## src/rtl/keypad_scan_ctrl.sv

```systemverilog
// keypad_scan_ctrl: 4x4 matrix keypad scanner with debounce,
// key encode and valid/ack handoff. Optional macro: KEYPAD_REPEAT_EN.
//
// Ports:
//   CLK_100HZ  in   100 Hz scan clock
//   RESET      in   asynchronous, active-high
//   COL_IN     in   [3:0] columns, active low, pre-synchronised
//   ROW_OUT    out  [3:0] rows, active low, one row driven at a time
//   ROW_IDX    out  [1:0] index of the driven row
//   KEY_CODE   out  [3:0] {row_idx, col_idx} of the reported key
//   KEY_VALID  out  key pending, held until acknowledged
//   KEY_ACK    in   consumer accepts the pending key
//   OVERRUN    out  sticky: a key was dropped while one was pending
//   KEY_HELD   out  high while a debounced key is down (or releasing)
//
// KEYPAD_REPEAT_EN: when defined, a held key is re-emitted after
// REPEAT_DLY cycles and then every REPEAT_RATE cycles.
module keypad_scan_ctrl #(
   parameter int DEBOUNCE_CNT = 3,
   parameter int REPEAT_DLY   = 50,
   parameter int REPEAT_RATE  = 10
) (
   input  logic       CLK_100HZ,
   input  logic       RESET,
   input  logic [3:0] COL_IN,
   output logic [3:0] ROW_OUT,
   output logic [1:0] ROW_IDX,
   output logic [3:0] KEY_CODE,
   output logic       KEY_VALID,
   input  logic       KEY_ACK,
   output logic       OVERRUN,
   output logic       KEY_HELD
);

   localparam logic [1:0] SCAN     = 2'd0;
   localparam logic [1:0] DEBOUNCE = 2'd1;
   localparam logic [1:0] PRESSED  = 2'd2;
   localparam logic [1:0] RELEASE  = 2'd3;

   localparam logic [3:0] DB_LAST = 4'(DEBOUNCE_CNT);

   // Elaboration-time sanity checks on the configuration.
   if (DEBOUNCE_CNT < 2 || DEBOUNCE_CNT > 15) begin : g_bad_db
      $error("DEBOUNCE_CNT out of range 2..15");
   end
   if (REPEAT_RATE < 1 || REPEAT_RATE > REPEAT_DLY) begin : g_bad_rep
      $error("REPEAT_RATE must be 1..REPEAT_DLY");
   end

   logic [1:0] state;
   logic [3:0] col_lat;
   logic [3:0] cnt;
   logic [3:0] cnt_nxt;
   logic [1:0] col_idx;
   logic       idle;
   logic       emit;
   logic       emit_press;
   logic       emit_rep;
   logic       blocked;

   assign idle    = (COL_IN == 4'b1111);
   assign cnt_nxt = cnt + 4'd1;

   assign emit_press = (state == DEBOUNCE)
                    && (COL_IN == col_lat)
                    && (cnt_nxt == DB_LAST);

   assign emit     = emit_press | emit_rep;
   assign KEY_HELD = (state == PRESSED) || (state == RELEASE);

   // Pending key not being taken this edge: a new one is dropped.
   assign blocked = KEY_VALID & ~KEY_ACK;

   always_comb begin
      ROW_OUT = 4'b1110;
      unique case (ROW_IDX)
         2'd0: ROW_OUT = 4'b1110;
         2'd1: ROW_OUT = 4'b1101;
         2'd2: ROW_OUT = 4'b1011;
         2'd3: ROW_OUT = 4'b0111;
         default: ROW_OUT = 4'b1110;
      endcase
   end

   // Lowest-numbered low column wins on multi-key chords.
   always_comb begin
      col_idx = 2'd0;
      if (!col_lat[0])      col_idx = 2'd0;
      else if (!col_lat[1]) col_idx = 2'd1;
      else if (!col_lat[2]) col_idx = 2'd2;
      else if (!col_lat[3]) col_idx = 2'd3;
   end

   always_ff @(posedge CLK_100HZ or posedge RESET) begin
      if (RESET) begin
         state   <= SCAN;
         ROW_IDX <= 2'd0;
         col_lat <= 4'b1111;
         cnt     <= 4'd0;
      end else begin
         unique case (state)
            SCAN: begin
               if (idle) begin
                  ROW_IDX <= ROW_IDX + 2'd1;
               end else begin
                  col_lat <= COL_IN;
                  cnt     <= 4'd1;
                  state   <= DEBOUNCE;
               end
            end
            DEBOUNCE: begin
               if (COL_IN == col_lat) begin
                  cnt <= cnt_nxt;
                  if (cnt_nxt == DB_LAST) state <= PRESSED;
               end else begin
                  state   <= SCAN;
                  ROW_IDX <= ROW_IDX + 2'd1;
               end
            end
            PRESSED: begin
               if (idle) begin
                  state <= RELEASE;
                  cnt   <= 4'd1;
               end
            end
            RELEASE: begin
               if (idle) begin
                  cnt <= cnt_nxt;
                  if (cnt_nxt == DB_LAST) begin
                     state   <= SCAN;
                     ROW_IDX <= ROW_IDX + 2'd1;
                  end
               end else begin
                  state <= PRESSED;
               end
            end
            default: state <= SCAN;
         endcase
      end
   end

`ifdef KEYPAD_REPEAT_EN
   logic [15:0] hold_cnt;
   logic [15:0] hold_nxt;

   assign hold_nxt = hold_cnt + 16'd1;
   assign emit_rep = (state == PRESSED) && !idle
                  && (hold_nxt == 16'(REPEAT_DLY));

   // After each repeat the counter is pulled back so the next
   // match lands REPEAT_RATE cycles later.
   always_ff @(posedge CLK_100HZ or posedge RESET) begin
      if (RESET) begin
         hold_cnt <= 16'd0;
      end else if (emit_press) begin
         hold_cnt <= 16'd0;
      end else if (state == PRESSED) begin
         if (idle)
            hold_cnt <= 16'd0;
         else if (emit_rep)
            hold_cnt <= 16'(REPEAT_DLY - REPEAT_RATE);
         else
            hold_cnt <= hold_nxt;
      end
   end
`else
   assign emit_rep = 1'b0;
`endif

   always_ff @(posedge CLK_100HZ or posedge RESET) begin
      if (RESET) begin
         KEY_CODE  <= 4'd0;
         KEY_VALID <= 1'b0;
         OVERRUN   <= 1'b0;
      end else if (emit && !blocked) begin
         KEY_CODE  <= {ROW_IDX, col_idx};
         KEY_VALID <= 1'b1;
         OVERRUN   <= 1'b0;
      end else if (emit) begin
         OVERRUN   <= 1'b1;
      end else if (KEY_ACK && KEY_VALID) begin
         KEY_VALID <= 1'b0;
         OVERRUN   <= 1'b0;
      end
   end

endmodule

```

## config.mk

```make
export PLATFORM = sky130hd
export DESIGN_NAME = keypad_scan_ctrl
export DESIGN_NICKNAME = d
export VERILOG_FILES = /design/src/rtl/keypad_scan_ctrl.sv
export SDC_FILE = /design/constraint.sdc
export NUM_CORES = 1
export LEC_CHECK = 0
export BUFFER_PORTS_ARGS = -buffer_cell sky130_fd_sc_hd__buf_4
export CAP_MARGIN = 10
export CORE_MARGIN = 2
export CORE_UTILIZATION = 25
export DETAILED_ROUTE_END_ITERATION = 10
export PLACE_DENSITY = 0.42
export SLEW_MARGIN = 20
export SYNTH_ARGS = -nofsm -noshare
export SYNTH_HDL_FRONTEND = slang
export SYNTH_SLANG_ARGS = --single-unit
```

## constraint.sdc

```tcl
create_clock -name CLK_100HZ -period 1.9 [get_ports CLK_100HZ]
set_clock_uncertainty 0.1 [all_clocks]
set_input_delay 0.095 -clock CLK_100HZ [delete_from_list [all_inputs] [get_ports CLK_100HZ]]
set_output_delay 0.095 -clock CLK_100HZ [all_outputs]
set_load 0.02 [all_outputs]
```

Word-level counts from Yosys, hierarchy flattened

Index checks and enable logic that the tools add are counted.
Widths: inputs -> output; s select.

Add/subtract/negate cells: 2
Reductions and logical operators: 16
Muxes and demuxes: 27
Bitwise operators: 3
Equal/unequal tests: 19

Operators by type and width:

| kind                | count |
|---|---|
| $pmux 4 s4          | 2 |
| $mux 2              | 14 |
| $mux 4              | 4 |
| $ne 2x2->1 const B  | 5 |
| $eq 2x2->1 const B  | 4 |
| $pmux 2 s4          | 1 |
| $reduce_and 4->1    | 2 |
| $ne 2x1->1 const B  | 3 |
| $ne 3x2->1 const B  | 2 |
| $pmux 2 s3          | 1 |
| $reduce_bool 3->1   | 2 |
| $mux 1              | 5 |
| $reduce_and 5->1    | 1 |
| $add 4x1->4 const B | 1 |
| $eq 2x1->1 const B  | 2 |
| $eq 4x2->1 const B  | 1 |
| $eq 4x4->1          | 1 |
| $eq 4x4->1 const B  | 1 |
| $logic_and 1x1->1   | 4 |
| $logic_not 2->1     | 2 |
| $reduce_and 2->1    | 2 |
| $add 2x1->2 const B | 1 |
| $not 1->1           | 2 |
| $reduce_bool 2->1   | 1 |
| other kinds (3)     | 3 |

Flip-flop bits (word level): 18
Logic and storage cells: 74

Longest topological paths before layout

Gate-level depths: netlist (run 1).

Word-level depth: 6
Depth in mapped cells: 6

Worst setup path before layout (run 1)

OpenSTA, ideal clock, no wires.

Kind: register to register
From: reg cnt[0]
To: reg ROW_IDX[1]
Arrival time: 1.529 ns
Setup time: 0.125 ns
Required time: 1.675 ns
Period minus slack after synthesis: 1.754 ns
Path slack: 0.146 ns
Stages on the path, launching flop included: 7
Cell sequence: dfrtp_1 -> ha_1 -> nor3_1 -> a41oi_2 -> nor2_4 -> a31oi_4 -> mux2_4

Longest elaborated chain between the ends: 4

RTL lines:

| element                    | RTL line | text |
|---|---|---|
| start: declaration         | 52       | `logic [3:0] cnt;` |
| start signal: assignment   | 113      | `cnt <= cnt_nxt;` |
| start signal: assignment   | 128      | `cnt <= cnt_nxt;` |
| $add 4x1->4                | 62       | `assign cnt_nxt = cnt + 4'd1;` |
| $eq 4x2->1                 | 129      | `if (cnt_nxt == DB_LAST) begin` |
| $ne 2x1->1 (no line)       | n/a      |  |
| $reduce_and 5->1 (no line) | n/a      |  |
| end signal: assignment     | 104      | `ROW_IDX <= ROW_IDX + 2'd1;` |
| end signal: assignment     | 117      | `ROW_IDX <= ROW_IDX + 2'd1;` |
| end signal: assignment     | 131      | `ROW_IDX <= ROW_IDX + 2'd1;` |
| end: declaration           | 27       | `output logic [1:0] ROW_IDX,` |

Every way passes these cells.
A chain may end at the register's enable or synchronous reset.

Worst setup path after layout (run 1)

From: reg col_lat[3]
To: reg ROW_IDX[1]

Longest elaborated chain between the ends: 3

RTL lines:

| element                    | RTL line | text |
|---|---|---|
| start: declaration         | 51       | `logic [3:0] col_lat;` |
| start signal: assignment   | 98       | `col_lat <= 4'b1111;` |
| start signal: assignment   | 106      | `col_lat <= COL_IN;` |
| $eq 4x4->1                 | 112      | `if (COL_IN == col_lat) begin` |
| $ne 2x2->1 (no line)       | n/a      |  |
| $reduce_and 5->1 (no line) | n/a      |  |

Every way passes these cells.

==> metrics, run 1 <==
synthesized area=1120 sq um; post-synthesis simple-gate area fraction=0.1709; Die Area=5030 sq um; Placer Congestion=0.7230; ratio of cells with drive above 1 in the final layout=0.3577; post-CTS setup buffers=0; final count of hold timing violations=0; DIE WIDTH=70.93 microns; Row Count=24; Max Slew Vio Count=0; largest family of logic cells by synthesized area=compound AO/OA/AOI/OAI gates; Vias=876; WHS=0.01475 ns; Crit-path slowest cell=dfstp_2; effective utilization at floorplan=0.2590; kind of end point of the critical path=flop; area grow syn2layout=26.26%; clock buffer count from CTS=3; Worst Tran Pin Value=0.7248 ns; register share of total power=0.407; asr flop ratio synth=1.000; CP startpoint=col_lat[3]; hold path start=COL_IN[3]; CP Buf/Inv Count=0; YS warnings=0; status=complete, no violations; CTS H-Tree Depth=1; RSZ-0062 raised after global routing=no; CTS sink cnt=18; Max Cap Violations=0; vias in the first global route=836; dominant cells by area after synthesis=dfrtp_1 31%, dfstp_2 9.4%, ha_1 6.7%; Core Area=4324 sq um; Hold WC Path Type=input pin to flop; Peak VDD IR=0.0004689 V; cell taking the most area after synthesis=dfrtp_1; pwr dens=910.5 nW/um^2; total congestion overflow=0; fin nets=151; post-place setup slack=0.01529 ns; first-pass GRT wire length=3.857 mm; DP Wirelength=1.820 mm; DRC violations left=0; number of synthesized flops with an enable pin=0; syn nets=126; Detailed Routing Iterations Pass 1=4; Final Util=0.3270; Synth top cells by count=14 x dfrtp_1, 13 x nand2_1, 10 x inv_1, 6 x ha_1, 6 x o21ai_0; final setup violation count=0; Clk Latency, worst-skew pair=0.25 ns; worst-path cell chain=xnor2_1 > and4_4 > a21oi_2 > a31oi_4 > mux2_4; Mapped Avg Cell Area=9.910 sq um; Initial DRC Count=26; antenna-violating nets left=0; sw frac=0.3362; Synth Register Bits=18; slew margin rel.=0.5163; mean routed wirelength per cell=12.49 microns; XOR/XNOR share of the synthesized area=0.03911; Worst-path clk slew=0.07 ns; total I/O pin count=20; Pwr Total=1.287 mW; most frequent cell after synthesis=dfrtp_1; Required @ worst endpoint=1.94 ns; CTS Buffer Depth=2; gr usage total=0.09816; fmax=552.6 MHz; top_reg_cell synth=dfrtp_1; Gate Count Post-Synth=113; initial antenna violation count=0; Die H=70.93 microns; Final min period=1.810 ns; post-route cell area=1414 sq um; Switching Power=0.4328 mW; CP Launch Type=flop; P_leak=0.6364 nW; largest net degree at the start of global routing=19; Synth top area share=0.3128; mux share of post-synthesis cell area=0.08156; worst flop-to-flop path startpoint=col_lat[3]; PortBufs=19; worst path arrival time=1.85 ns; Comb power frac=0.350; Root Buffer=clkbuf_8; period utilization=0.9524; Max stage delay on crit path=0.57 ns; setup slack, reg-to-reg=0.09 ns; Int Power=0.8545 mW; Setup CP Type=flop to flop; setup tns final=0 ns; final worst slack=0.09044 ns; Compound-Gate Fraction of Synth Area=0.1732; DRT Wirelength=2.360 mm; CTS tree=yes; Clock Power Share=0.243; post-synthesis cell type count=38; Final Non-Filler Cells=189; via density per instance=4.635; critical-path maximum fanout=5; Placed Area=1341 sq um; Seq/Total Area, Yosys=0.4067; critical path's top delay family=flip-flops; post-synthesis adder-cell area fraction=0.06704; placed cells=184; antenna fix cells=0
-- timing repair --
action                                  4_1_cts  5_1_grt
endpoints found under the setup margin        0        6
hold buffers                                  1        0
hold endpoints to repair                     14        0
resized for setup                             0        3
-- area by class of cell --
class	instances	area [sq um]
inverter	10	37.54
sequential	18	455.4
clock buffer	4	55.05
fill	466	2910
tap	52	65.06
multi-input combinational	79	603.1
timing repair buffer	26	197.7
-- path summary, 6_finish.rpt --
kind                               endpoint  depth (start not counted)
max in group asynchronous            cnt[3]                          3
worst max-delay path             ROW_IDX[1]                          5
worst min-delay path             col_lat[3]                          2
worst min register to register  KEY_CODE[1]                          1
min in group asynchronous       KEY_CODE[2]                          3
worst max register to register   ROW_IDX[1]                          5
-- kinds of logic (layout without fill, tap and decap cells) --
logic type | count (synthesis) | count (layout)
and+or+nand+nor | 36 | 36
xor gates and xnor gates | 5 | 5
AOI/OAI and AO/OA | 24 | 24
DFF | 18 | 18
muxes | 8 | 8
buffers and inverters | 16 | 40
adders and majority gates | 6 | 6
-- sequential cells by signal, indices dropped and copies added, names as in the netlist --
register and flops:
OVERRUN 1, KEY_CODE 4, col_lat 4, KEY_VALID 1
cnt 4, state 2, ROW_IDX 2
-- layer usage --
metal,vias to the layer above,wire length [microns],global-route usage
met4,0,17,0.03145
met2,13,1098,0.1599
met3,2,87,0.02849
li1,447,-,-
met5,-,0,0
met1,414,1157,0.1256
-- power groups by stage --
stage / logic (mW) / clock network [mW] / registers (mW)
after floorplan: 0.292 / 0 / 0.533
after global placement: 0.443 / 0 / 0.531
after detailed placement: 0.445 / 0 / 0.530
after CTS: 0.447 / 0.337 / 0.524
after global routing: 0.495 / 0.352 / 0.534
final: 0.451 / 0.313 / 0.524
-- layout by cell type (no fill, tap or decap), types with 2 or more instances in the layout --
master	synthesis	final
mux2_2	5	5
o22a_1	4	4
nor2_1	5	5
nand2_1	13	13
nand3_1	2	2
buf_4	0	25
dfrtp_1	14	14
inv_1	10	10
dfstp_2	4	4
mux2i_1	2	2
clkbuf_8	0	4
a21oi_1	4	4
ha_1	6	6
xnor2_1	5	5
o21ai_0	6	6
nand4_1	4	4
Note: power is estimated with default switching activity, not from simulation.
==> run 2, diff against run 1 <==
--- a/config.mk
+++ b/config.mk
@@ -11,6 +11,8 @@
 export CORE_UTILIZATION = 25
 export DETAILED_ROUTE_END_ITERATION = 10
 export PLACE_DENSITY = 0.42
+export REMOVE_ABC_BUFFERS = 1
+export SETUP_SLACK_MARGIN = 0.4
 export SLEW_MARGIN = 20
 export SYNTH_ARGS = -nofsm -noshare
 export SYNTH_HDL_FRONTEND = slang
==> metrics, run 2 (synthesis results as in run 1) <==
DRT Wirelength=2.668 mm (was 2.360 mm); most frequent cells in the layout=32 x buf_4, 14 x dfrtp_1, 12 x nand2_1 (was 25 x buf_4, 14 x dfrtp_1, 13 x nand2_1); ratio of cells with drive above 1 in the final layout=0.4626 (was 0.3577); register share of total power=0.366 (was 0.407); final setup violation count=0 (unchanged); Worst Tran Pin Value=0.6966 ns (was 0.7248 ns); WHS Path Cells=2 (unchanged); Required @ worst endpoint=1.94 ns (about the same); final worst slack=0.1148 ns (was 0.09044 ns); most common cell after layout, fill and taps aside=buf_4 (unchanged); Hold Crit Endpoint=col_lat[3] (unchanged); status=complete, no violations (unchanged); CTS sink cnt=18 (unchanged); Initial DRC Count=47 (was 26); DRC violations left=0 (unchanged); CTS Buffer Depth=2 (unchanged); pwr dens=910.8 nW/um^2 (was 910.5 nW/um^2); fmax=560.2 MHz (was 552.6 MHz); setup slack, reg-to-reg=0.11 ns (was 0.09 ns); Max Slew Vio Count=0 (unchanged); mean routed wirelength per cell=13.41 microns (was 12.49 microns); Hold WC Path Type=input pin to flop (unchanged); Int Power=0.9399 mW (was 0.8545 mW); Detailed Routing Iterations Pass 1=4 (unchanged); Final min period=1.785 ns (was 1.810 ns); Worst-path clk slew=0.07 ns (about the same); antenna-violating nets left=0 (unchanged); largest net degree at the start of global routing=19 (unchanged); Die Area=5030 sq um (unchanged); DP Wirelength=1.899 mm (was 1.820 mm); Pwr Total=1.430 mW (was 1.287 mW); slew margin rel.=0.5351 (was 0.5163); first-pass GRT wire length=4.540 mm (was 3.857 mm); worst flop-to-flop path startpoint=cnt[1] (was col_lat[3]); gr usage total=0.1132 (was 0.09816); Root Buffer=clkbuf_8 (unchanged); via density per instance=4.719 (was 4.635); Peak VDD IR=0.0003454 V (was 0.0004689 V); effective utilization at floorplan=0.2590 (unchanged); Comb power frac=0.410 (was 0.350); Top Registers=KEY_CODE: 4 flops, cnt: 4 flops, col_lat: 4 flops (unchanged); worst r2r path cells=6 (was 5); PortBufs=19 (unchanged); sw frac=0.3429 (was 0.3362); initial antenna violation count=0 (unchanged); vias in the first global route=953 (was 836); WHS=0.02365 ns (was 0.01475 ns); post-place setup slack=0.08416 ns (was 0.01529 ns); area grow syn2layout=40.22% (was 26.26%); Max Cap Violations=0 (unchanged); total congestion overflow=0 (unchanged); clock buffer count from CTS=3 (unchanged); Final Util=0.3631 (was 0.3270); kind of end point of the critical path=flop (unchanged); setup tns final=0 ns (unchanged); Row Count=24 (unchanged); Core Area=4324 sq um (unchanged); P_leak=0.7315 nW (was 0.6364 nW); Clk Latency, worst-skew pair=0.26 ns (was 0.25 ns); RSZ-0062 raised after global routing=yes (was no); Switching Power=0.4904 mW (was 0.4328 mW); Die H=70.93 microns (unchanged); Setup CP Type=flop to flop (unchanged); worst path arrival time=1.83 ns (was 1.85 ns); fill cell count=464 (was 466); total I/O pin count=20 (unchanged); CP Launch Type=flop (unchanged); r2r endpoint=ROW_IDX[1] (unchanged); Clock Power Share=0.225 (was 0.243); fin nets=161 (was 151); period utilization=0.9396 (was 0.9524); Vias=939 (was 876); CTS H-Tree Depth=1 (unchanged); antenna fix cells=0 (unchanged); Placer Congestion=0.7381 (was 0.7230); final count of hold timing violations=0 (unchanged); CTS tree=yes (unchanged); hold path start=COL_IN[3] (unchanged); DIE WIDTH=70.93 microns (unchanged); critical-path maximum fanout=5 (unchanged)
## run 2: metrics by stage
| step | std cells | cell area, sq um |
|---|---|---|
| 3_3_place_gp | 185 | 1349 |
| 4_1_cts | 197 | 1551 |
| 5_1_grt | 199 | 1570 |
| 2_1_floorplan | 107 | 1089 |
| 6_report | 199 | 1570 |
| 3_5_place_dp | 185 | 1349 |
## run 2: worst max-delay path: stages, from the launching register on
cell      delay, ns
dfrtp_1        0.41
buf_6          0.14
nand3b_1       0.14
a41oi_4        0.29
nor2_4         0.08
a31oi_4        0.19
mux2_4         0.31
## run 2: what timing repair did
item / CTS / global route
buffers inserted: 7 / 2
hold buffers: 1 / 0
endpoints found under the setup margin: 15 / 16
pin swaps: 12 / 3
resized for setup: 20 / 1
hold endpoints to repair: 14 / 0
## run 2: cell type report
type,instances,area (sq um),share of cell area
flip-flops and latches,18,455.4,0.2900
inverters,10,37.54,0.02390
clock buffers,4,55.05,0.03506
multi-input cells,79,673.1,0.4287
repair buffers,36,284.0,0.1809
well taps,52,65.06,0.04143
## run 2: layer usage
layer  global-route usage  part of all wire  routed length [microns]
met5                    0                 0                        0
met4              0.03145            0.0045                       12
met3              0.01852             0.025                       68
met2               0.2004              0.51                     1351
met1               0.1423              0.46                     1235
## run 2: worst max-delay path by stage
stage	from	endpoint	slack, ns	depth (start not counted)
floorplan	cnt[0]	ROW_IDX[1]	0.13	6
global placement	col_lat[3]	ROW_IDX[1]	0.08	5
detailed placement	cnt[1]	KEY_CODE[2]	0.08	6
CTS	cnt[1]	ROW_IDX[1]	0.12	6
global route	cnt[1]	ROW_IDX[1]	0.06	6
finish	cnt[1]	ROW_IDX[1]	0.11	6
## run 2: power groups by stage
| stage | Sequential [mW] | Clock, mW | Combinational [mW] |
|---|---|---|---|
| after floorplan | 0.547 | 0 | 0.257 |
| after global placement | 0.531 | 0 | 0.447 |
| after detailed placement | 0.531 | 0 | 0.452 |
| after CTS | 0.524 | 0.330 | 0.571 |
| after global routing | 0.533 | 0.357 | 0.638 |
| final | 0.523 | 0.321 | 0.586 |
==> run 3, diff against run 2 <==
--- a/config.mk
+++ b/config.mk
@@ -13,7 +13,6 @@
 export PLACE_DENSITY = 0.42
 export REMOVE_ABC_BUFFERS = 1
 export SETUP_SLACK_MARGIN = 0.4
-export SLEW_MARGIN = 20
 export SYNTH_ARGS = -nofsm -noshare
 export SYNTH_HDL_FRONTEND = slang
 export SYNTH_SLANG_ARGS = --single-unit
==> constraint.sdc (replaced) <==
create_clock -name CLK_100HZ -period 1.7 [get_ports CLK_100HZ]
set_clock_uncertainty 0.1 [all_clocks]
set_input_delay 0.085 -clock CLK_100HZ [delete_from_list [all_inputs] [get_ports CLK_100HZ]]
set_output_delay 0.085 -clock CLK_100HZ [all_outputs]
set_load 0.02 [all_outputs]
==> metrics, run 3 (synthesis results as in run 1) <==
status=finished, violations left (was complete, no violations); failing checks=negative setup slack; fmax=571.3 MHz (was 560.2 MHz); DRT Wirelength=2.815 mm (was 2.668 mm); CP Launch Type=flop (unchanged); mean routed wirelength per cell=13.34 microns (was 13.41 microns); post-place setup slack=-0.1528 ns (was 0.08416 ns); antenna-violating nets left=0 (unchanged); antenna fix cells=0 (unchanged); final setup violation count=1 (was 0); setup tns final=-0.05042 ns (was 0 ns); CTS H-Tree Depth=1 (unchanged); Top Registers=KEY_CODE: 4 flops, cnt: 4 flops, col_lat: 4 flops (unchanged); DP Wirelength=1.984 mm (was 1.899 mm); Worst Tran Pin Value=0.7313 ns (was 0.6966 ns); effective utilization at floorplan=0.2590 (unchanged); Worst-path clk slew=0.08 ns (was 0.07 ns); final count of hold timing violations=0 (unchanged); Row Count=24 (unchanged); Root Buffer=clkbuf_8 (unchanged); RSZ-0062 raised after global routing=yes (unchanged); worst r2r path cells=5 (was 6); WHS=0.007253 ns (was 0.02365 ns); kind of end point of the critical path=flop (unchanged); WHS Path Cells=2 (unchanged); Vias=1,008 (was 939); area grow syn2layout=60.34% (was 40.22%); most frequent cells in the layout=39 x buf_4, 11 x nand2_1, 9 x dfrtp_1 (was 32 x buf_4, 14 x dfrtp_1, 12 x nand2_1); Die H=70.93 microns (unchanged); fin nets=173 (was 161); first-pass GRT wire length=4.685 mm (was 4.540 mm); area of the multi-input gates=780.7 sq um (was 673.1 sq um); ratio of cells with drive above 1 in the final layout=0.6226 (was 0.4626); post-route cell area=1795 sq um (was 1570 sq um); Core Area=4324 sq um (unchanged); PortBufs=19 (unchanged); worst path arrival time=1.80 ns (was 1.83 ns); hold path start=COL_IN[3] (unchanged); via density per instance=4.777 (was 4.719); final worst slack=-0.05042 ns (was 0.1148 ns); clock buffer count from CTS=3 (unchanged); Hold WC Path Type=input pin to flop (unchanged); period utilization=1.030 (was 0.9396); most common cell after layout, fill and taps aside=buf_4 (unchanged); CTS sink cnt=18 (unchanged); r2r endpoint=ROW_IDX[1] (unchanged); DIE WIDTH=70.93 microns (unchanged); Die Area=5030 sq um (unchanged); pwr dens=1020 nW/um^2 (was 910.8 nW/um^2); P_leak=0.7945 nW (was 0.7315 nW); Hold Crit Endpoint=col_lat[3] (unchanged); slew margin rel.=0.5120 (was 0.5351); Placer Congestion=0.7651 (was 0.7381); largest net degree at the start of global routing=19 (unchanged); vias in the first global route=1,011 (was 953); Final min period=1.750 ns (was 1.785 ns); worst flop-to-flop path startpoint=col_lat[0] (was cnt[1]); Max Cap Violations=0 (unchanged); Required @ worst endpoint=1.75 ns (was 1.94 ns); CTS tree=yes (unchanged); Final Util=0.4152 (was 0.3631); Max Slew Vio Count=0 (unchanged); critical-path maximum fanout=5 (unchanged); Final Non-Filler Cells=211 (was 199); total congestion overflow=0 (unchanged); Detailed Routing Iterations Pass 1=4 (unchanged); Clk Latency, worst-skew pair=0.26 ns (about the same); CTS Buffer Depth=2 (unchanged); Placed Area=1424 sq um (was 1349 sq um); initial antenna violation count=0 (unchanged); register area=461.7 sq um (was 455.4 sq um); DRC violations left=0 (unchanged); Pwr Total=1.832 mW (was 1.430 mW); Peak VDD IR=0.0004055 V (was 0.0003454 V); setup slack, reg-to-reg=-0.05 ns (was 0.11 ns); Initial DRC Count=36 (was 47); total I/O pin count=20 (unchanged); gr usage total=0.1189 (was 0.1132); placed cells=195 (was 185); fill cell count=441 (was 464); Setup CP Type=flop to flop (unchanged)
## run 3: cell types whose count changed in the layout (fill, tap and decap cells not counted), sizes merged
cell	change
buf	+10
dlygate4sd3	+2
## run 3: repair_timing
item                                    CTS  global route
pin swaps                                17             9
hold buffers                              2             1
buffers inserted                          6             3
endpoints found under the setup margin   22            22
resized for setup                        29            29
endpoints found under the hold margin    15             1
## run 3: how the worst max path moves through the flow
stage                          start           to  slack [ns]  cells past startpoint
after floorplan               cnt[0]   ROW_IDX[1]       -0.07                      6
after global placement    col_lat[0]   ROW_IDX[1]       -0.15                      5
after detailed placement  col_lat[0]   ROW_IDX[1]       -0.15                      5
after CTS                 col_lat[0]   ROW_IDX[1]       -0.05                      5
after global routing      col_lat[1]  KEY_CODE[1]       -0.10                      6
final                     col_lat[0]   ROW_IDX[1]       -0.05                      5
## run 3: cell type report
cell class                 instances  share of cell area
multi-input combinational         79              0.4348
inverter                          10             0.02369
sequential                        18              0.2571
tap                               52             0.03624
clock buffer                       4             0.03066
timing repair buffer              48              0.2174
## run 3: critical path: stages (launching register included)
cell and delay [ns]:
dfstp_2 0.55, xnor2_2 0.12, and4_4 0.30, a21oi_4 0.08, a31oi_4 0.17, mux2_4 0.31
## run 3: power breakdown
part / switching [mW] / internal (mW)
registers: 0.109 / 0.509
logic: 0.369 / 0.480
clock network: 0.159 / 0.206
total: 0.637 / 1.19
## run 3: routing by layer
| metal | global-route usage | routed length (microns) | vias to the layer above | share of wire |
|---|---|---|---|---|
| met3 | 0.02991 | 70 | 3 | 0.025 |
| met2 | 0.2004 | 1423 | 15 | 0.51 |
| met4 | 0.03145 | 24 | 0 | 0.0085 |
| li1 | - | - | 488 | - |
| met5 | 0 | 0 | - | 0 |
| met1 | 0.1521 | 1297 | 502 | 0.46 |
